<file path="src/rtl/led_switch_scorer.sv">
// led_switch_scorer
// Round-based scorer for the LED/switch reaction game. Sits between the LED
// pattern generator and the score display / HEX driver.
//
// A lit LED is credited at most once per round, and only on the off-to-on
// edge of its switch. When PENALTY_EN is set, an off-to-on edge on an unlit
// channel costs one point. The score saturates at 0 and at 2^SCORE_W-1.
// A positive clamp sets the sticky overflow flag.
//
// Ports
//   clk          system clock
//   reset        synchronous, active-low reset
//   round_start  one-cycle pulse; opens a round (only honoured in IDLE)
//   round_end    one-cycle pulse; closes a round (only honoured in ACTIVE)
//   score_clr    one-cycle pulse; zeros score and overflow in any state
//   leds         current LED pattern, synchronous to clk
//   switches     debounced switch levels, synchronous to clk
//   score        accumulated score
//   hits_last    channels credited in the last completed round
//   busy         high while a round is open
//   score_valid  one-cycle pulse in the tally cycle after a round closes
//   overflow     sticky; set when an add clamps at the maximum
module led_switch_scorer #(
  parameter int N_CH       = 18,
  parameter int SCORE_W    = 8,
  parameter int PENALTY_EN = 1
) (
  input  logic                       clk,
  input  logic                       reset,
  input  logic                       round_start,
  input  logic                       round_end,
  input  logic                       score_clr,
  input  logic [N_CH-1:0]            leds,
  input  logic [N_CH-1:0]            switches,
  output logic [SCORE_W-1:0]         score,
  output logic [$clog2(N_CH+1)-1:0]  hits_last,
  output logic                       busy,
  output logic                       score_valid,
  output logic                       overflow
);

  localparam int CW    = $clog2(N_CH+1);
  localparam int SUM_W = SCORE_W + CW + 1;
  localparam logic signed [SUM_W-1:0] SCORE_MAX =
    {{(SUM_W-SCORE_W){1'b0}}, {SCORE_W{1'b1}}};

  typedef enum logic [1:0] {IDLE, ACTIVE, TALLY} state_t;

  state_t                   state, state_nxt;
  logic [N_CH-1:0]          switches_q;
  logic [N_CH-1:0]          credited;
  logic [CW-1:0]            round_cnt;

  logic [N_CH-1:0]          rise, hit_vec, miss_vec;
  logic [CW-1:0]            hit_cnt, miss_cnt;
  logic signed [SUM_W-1:0]  sum;
  logic [SCORE_W-1:0]       score_sat;
  logic                     sat_hi;

  function automatic logic [CW-1:0] popcount(input logic [N_CH-1:0] v);
    logic [CW-1:0] c;
    c = '0;
    for (int i = 0; i < N_CH; i++) c = c + CW'(v[i]);
    return c;
  endfunction

  // Returns {clamped_high, saturated score}; clamping at zero is silent.
  function automatic logic [SCORE_W:0] clamp_score(input logic signed [SUM_W-1:0] s);
    if (s < 0)              return '0;
    else if (s > SCORE_MAX) return {1'b1, {SCORE_W{1'b1}}};
    else                    return {1'b0, s[SCORE_W-1:0]};
  endfunction

  // Edge detect and per-cycle score delta
  always_comb begin
    rise     = switches & ~switches_q;
    hit_vec  = rise & leds & ~credited;
    miss_vec = (PENALTY_EN != 0) ? (rise & ~leds) : '0;
    hit_cnt  = popcount(hit_vec);
    miss_cnt = popcount(miss_vec);
    sum      = $signed({{(SUM_W-SCORE_W){1'b0}}, score})
             + $signed({{(SUM_W-CW){1'b0}}, hit_cnt})
             - $signed({{(SUM_W-CW){1'b0}}, miss_cnt});
    {sat_hi, score_sat} = clamp_score(sum);
  end

  // Next-state and status outputs
  always_comb begin
    state_nxt   = state;
    busy        = 1'b0;
    score_valid = 1'b0;
    case (state)
      IDLE:    if (round_start) state_nxt = ACTIVE;
      ACTIVE: begin
        busy = 1'b1;
        if (round_end) state_nxt = TALLY;
      end
      TALLY: begin
        score_valid = 1'b1;
        state_nxt   = IDLE;
      end
      default: state_nxt = IDLE;
    endcase
  end

  // State, round bookkeeping and score register
  always_ff @(posedge clk) begin
    if (!reset) begin
      state      <= IDLE;
      switches_q <= '0;
      credited   <= '0;
      round_cnt  <= '0;
      hits_last  <= '0;
      score      <= '0;
      overflow   <= 1'b0;
    end else begin
      state      <= state_nxt;
      switches_q <= switches;
      case (state)
        IDLE: begin
          if (round_start) begin
            credited  <= '0;
            round_cnt <= '0;
          end
        end
        ACTIVE: begin
          credited  <= credited | hit_vec;
          round_cnt <= round_cnt + hit_cnt;
          score     <= score_sat;
          if (sat_hi) overflow <= 1'b1;
        end
        TALLY:   hits_last <= round_cnt;
        default: ;
      endcase
      // Clear takes priority over any delta applied in the same cycle.
      if (score_clr) begin
        score    <= '0;
        overflow <= 1'b0;
      end
    end
  end

endmodule

</file>
<file path="config.mk">
export PLATFORM = sky130hd
export DESIGN_NAME = led_switch_scorer
export DESIGN_NICKNAME = d
export VERILOG_FILES = /design/src/rtl/led_switch_scorer.sv
export SDC_FILE = /design/constraint.sdc
export NUM_CORES = 1
export LEC_CHECK = 0
export ABC_AREA = 1
export BUFFER_PORTS_ARGS = -buffer_cell sky130_fd_sc_hd__buf_2
export CAP_MARGIN = 20
export CORE_MARGIN = 1
export CORE_UTILIZATION = 42
export DETAILED_ROUTE_END_ITERATION = 6
export GPL_ROUTABILITY_DRIVEN = 0
export GPL_TIMING_DRIVEN = 0
export PLACE_DENSITY = 0.62
export SYNTH_ARGS = -nofsm -noshare
export SYNTH_HDL_FRONTEND = slang
export SYNTH_SLANG_ARGS = --single-unit
</file>
<file path="constraint.sdc">
create_clock -name clk -period 17.04 [get_ports clk]
set_input_delay 0.852 -clock clk [delete_from_list [all_inputs] [get_ports clk]]
set_output_delay 0.852 -clock clk [all_outputs]
set_load 0.005 [all_outputs]
</file>
# After elaboration in Yosys (flattened, before gate mapping)
# Index checks and enable logic that the tools add are counted.
[totals]
regBits = 57
latchBits = 0
ramBits = 0
romBits = 0
in_bits = 41
out_inout_bits = 16
wordCells = 76
n_memories = 0
[classes]
addsub = 37
mul = 0
div = 0
n_lt_le_gt_ge = 2
n_eq_ne = 4
shift = 0
muxes = 11
bitwise_logic = 9
n_reduce_logical = 6
[ops]
columns = ["cell", "n"]
rows = [
  ["adder 5 x 1 -> 5 bit", 26],
  ["bitwise AND 18 bit", 4],
  ["inverter 18 bit", 3],
  ["one-hot mux 18 bit (2 select lines)", 1],
  ["2-to-1 mux 18 bit", 1],
  ["2-to-1 mux 9 bit", 2],
  ["bitwise OR 18 bit", 1],
  ["adder 4 x 1 -> 5 bit", 2],
  ["greater-than comparator 10 x 9 -> 1 bit, second input constant", 1],
  ["less-than comparator 10 x 1 -> 1 bit, second input constant", 1],
  ["one-hot mux 5 bit (2 select lines)", 1],
  ["subtractor 9 x 5 -> 10 bit", 1],
  ["adder 8 x 5 -> 9 bit", 1],
  ["adder 3 x 1 -> 4 bit", 2],
  ["adder 2 x 1 -> 3 bit", 2],
  ["AND reduction 2 bit", 3],
  ["adder 5 bit", 1],
  ["2-to-1 mux 5 bit", 1],
  ["adder 1 x 1 -> 2 bit", 2],
  ["2-to-1 mux 2 bit", 2],
  ["inequality test 2 bit, second input constant", 2],
  ["one-hot mux 2 bit (2 select lines)", 1],
  ["equality test 2 x 1 -> 1 bit, second input constant", 1],
  ["equality test 2 bit, second input constant", 1],
  ["5 further kinds", 6],
]

# Depth between registers and ports, before layout
[logic_depth]
word_depth = 27
depth_mapped = 30
depth_no_buf = 30

# Worst setup path after synthesis
# OpenSTA, ideal clock, no wires.
[synth_path]
path_type = "input to register"
from = "input switches[13]"
to = "register score[2]"
setup_ns = 0.130
arrival_time_ns = 5.934
t_required_ns = 16.910
setup_slack_ns = 10.976
stages = 23
path_buffers = 0
cell_sequence = "nand4_1 fa_1 inv_1 fa_1 inv_1 fa_1 fa_1 fa_1 inv_1 ha_1 inv_1 fa_1 fa_1 fa_1 nand3b_1 nand2_1 nand2_1 nand2_1 nand2_1 nand3_2 nand2_1 nand2_1 a21oi_1"
[synth_between]
elab_chain_cells = 13
elab_cells_between_ends = 20
classes_between = "12 x add/sub; 2 x order compare; 2 x mux; 4 x bitwise"
[synth_rtl]
columns = ["item", "line_no", "source"]
rows = [
  ["start: declaration", "34", "input logic [N_CH-1:0] switches,"],
  ["bitwise AND 18 bit *", "76", "rise = switches & ~switches_q;"],
  ["bitwise AND 18 bit (2 in a row)", "77", "hit_vec = rise & leds & ~credited;"],
  ["adder 5 x 1 -> 5 bit (5 in a row)", "63", "for (int i = 0; i < N_CH; i++) c = c + CW'(v[i]);"],
  ["adder 8 x 5 -> 9 bit", "82", "+ $signed({{(SUM_W-CW){1'b0}}, hit_cnt})"],
  ["subtractor 9 x 5 -> 10 bit *", "83", "- $signed({{(SUM_W-CW){1'b0}}, miss_cnt});"],
  ["greater-than comparator 10 x 9 -> 1 bit", "70", "else if (s > SCORE_MAX) return {1'b1, {SCORE_W{1'b1}}};"],
  ["2-to-1 mux 9 bit", "70", ""],
  ["2-to-1 mux 9 bit *", "69", "if (s < 0) return '0;"],
  ["end signal: assignment", "129", "score <= score_sat;"],
  ["end: declaration", "35", "output logic [SCORE_W-1:0] score,"],
]
# Every way passes the cells marked *; elsewhere a longest branch is shown, timed or not.
# A chain may end at the register's enable or synchronous reset.

# Worst setup path in the final report
[layout_path]
from = "input switches[13]"
to = "register score[4]"
# Same word-level chain as after synthesis.

==> metrics.yaml <==
outcome: "finished clean"
die_area_um2: 10900
seqCellArea_um2: 1140
drtAntennaViolNets: 0
worstMarginPinSlew_ps: 625
finalCriticalPeriod_ps: 6220
startpoint_type: "input pin"
syn-cell-area_um2: 4390
slew_headroom_pct: 57.9
grt_pass1_wl_mm: 15.9
syn_to_final_growth_pct: 14.5
synthDistinctLibCells: 35
cp_max_fo: 6
synth_xor_area_share_pct: 3.79
grt.overflow.total: 0
vias_per_cell: 4.78
synth.top_cells.by_area: "dfxtp_1 26%, fa_1 17%, inv_1 11%, ha_1 10%, nand2_1 9.3%"
ff2ff_setup_slack_ps: 11070
vias: 3696
hpwl_mm: 7.78
crit_arrival_ps: 6500
setup_violations: 0
endpoint: "score[4]"
final_hold_viol_count: 0
fillCellCount: 966
antenna_found_initial: 0
r2r_cells: 27
hp-class: "reg -> reg"
regToRegStartpoint: "switches_q[13]"
drv_slew: 0
pin_count: 57
synth_top_area_share_pct: 26.0
core.rowCount: 36
grt_pass1_vias: 3554
route.detailed.drc: 0
dr.pass1.iters: 4
cts_buffers: 9
num_antenna_cells: 0
ys.flop_type: "dfxtp_1"
rr_endpoint: "score[4]"
cap_violations: 0
cts_hold_buf: 0
routed_wirelength_mm: 9.42
rsz0062_at_grt: "false"
clock_latency_ps: 350
seq_area_frac_synth_pct: 26.0
synthAdderAreaFrac_pct: 27.2
end_kind: "register"
synth_top_family_by_area: "adder cells"
groute.usage.overall_pct: 18.6
die_w_um: 104
synth-edff-count: 0
fin_crit_sh_pct: 36.5
finalNetCount: 750
synthCells: 570
start_util_pct: 44.1
htreeDepth: 3
startpoint: "switches[13]"
cpMostUsedCell: "fa_1"
core_um2: 9950
drtIter0Drc: 138
drive_gt1_share_pct: 13.9
synthMuxAreaShare_pct: 0
async_reset_ff_share_pct: 0
chipHeight_um: 104
yosys_warnings: 0
fin_setup_tns_ps: 0
synthSimpleGateAreaFrac_pct: 20.6
synth_compound_area_share_pct: 9.93
crit_path_max_incr_delay_ps: 560
fin_skew_ps: 6.48
fmax_mhz: 161
syn-mean-instance-area_um2: 7.70
netlist.top_cell.by_area: "dfxtp_1"
ys_ff_latch: 57
cts_sinks: 57
ctsResizeCount: 0
cts.clk_slew.worst_paths_ps: 70
clk_path_buf_depth: 2
portBuffers: 55
wl_per_cell_um: 12.2
root_buffer: "clkbuf_8"
multi_input_area_um2: 2700
grt_max_degree: 11
slowest_stage: "fa_1"
syn_nets: 684
postCtsSetupBuffers: 0
critical_path_class: "in -> reg"
cp_data_required_time_ps: 17320
cts_tree: "built"
Yosys cell counts (2+ instances only):
master / instances
buf_1: 2
nand4_1: 15
a211oi_1: 18
o21ai_0: 8
nand3_1: 32
xnor2_1: 6
nand3_2: 2
dfxtp_1: 57
nor2_1: 36
nand3b_1: 5
a21boi_0: 2
xor2_1: 8
clkbuf_1: 3
ha_1: 36
inv_2: 2
or2_2: 2
inv_1: 130
nor2_2: 2
a21oi_1: 40
buf_2: 4
fa_1: 37
nand2_1: 109
nor3_1: 2
kinds of logic after synthesis:
group                      Yosys count
AOI/OAI and AO/OA                   74
xor gates and xnor gates            16
adders and majority gates           73
buffers and inverters              143
DFF                                 57
and+or+nand+nor                    207
final cells by class:
class                   instances  area share [%]
plain buffers                  10           0.996
clock buffers                  10            2.74
clock inverters                 6            1.15
inverters                     133            9.94
multi-input cells             370            53.7
flip-flops and latches         57            22.7
well taps                     133            3.31
repair buffers                 55            5.48
sequential cells by signal (all words and copies together) (netlist names):
register    cells
score           8
overflow        1
switches_q     18
round_cnt       5
hits_last       5
state           2
credited       18
per-layer routing:
metal  part of all wire, %  GRT usage [%]
met5                     0              0
met4                   1.6           7.35
met3                   2.8           2.76
met2                    48           31.6
met1                    48           23.7
critical path, delay by kind of cell:
family                   cells  cell delay [ps]
AND/OR/NAND/NOR              9              900
XOR/XNOR                     1              220
adder cells (fa/ha/maj)      9             3900
AO/OA/AOI/OAI                1              130
buffers and inverters        7              500
metrics by stage:
step	instances	setup slack [ps]	utilization (%)	area, um^2	hold slack (ps)
floorplan	570	10980	-	4390	444
global placement	758	10450	48.5	4830	438
detailed placement	758	10410	48.5	4830	445
CTS	774	10790	50.5	5020	456
global route	774	10420	50.5	5020	493
finish	774	10820	50.5	5020	451
cell usage in the layout, fill, tap and decap left out, types with 6 or more instances in the layout:
cell type,Yosys,final
inv_1,130,130
nand2_1,109,109
buf_2,4,59
dfxtp_1,57,57
a21oi_1,40,40
fa_1,37,37
nor2_1,36,36
ha_1,36,36
nand3_1,32,32
a211oi_1,18,18
nand4_1,15,15
clkbuf_8,0,10
xor2_1,8,8
o21ai_0,8,8
xnor2_1,6,6
how the worst min path moves through the flow:
stage	from	end	slack, ps	cells after the start
global route	overflow	overflow	490	2
finish	overflow	overflow	450	2
CTS	overflow	overflow	460	2
global placement	overflow	overflow	440	2
detailed placement	overflow	overflow	440	2
floorplan	credited[12]	credited[12]	440	2
Power is not shown: default switching activity piles up to over one toggle a cycle in this logic, so the estimate is an artifact.
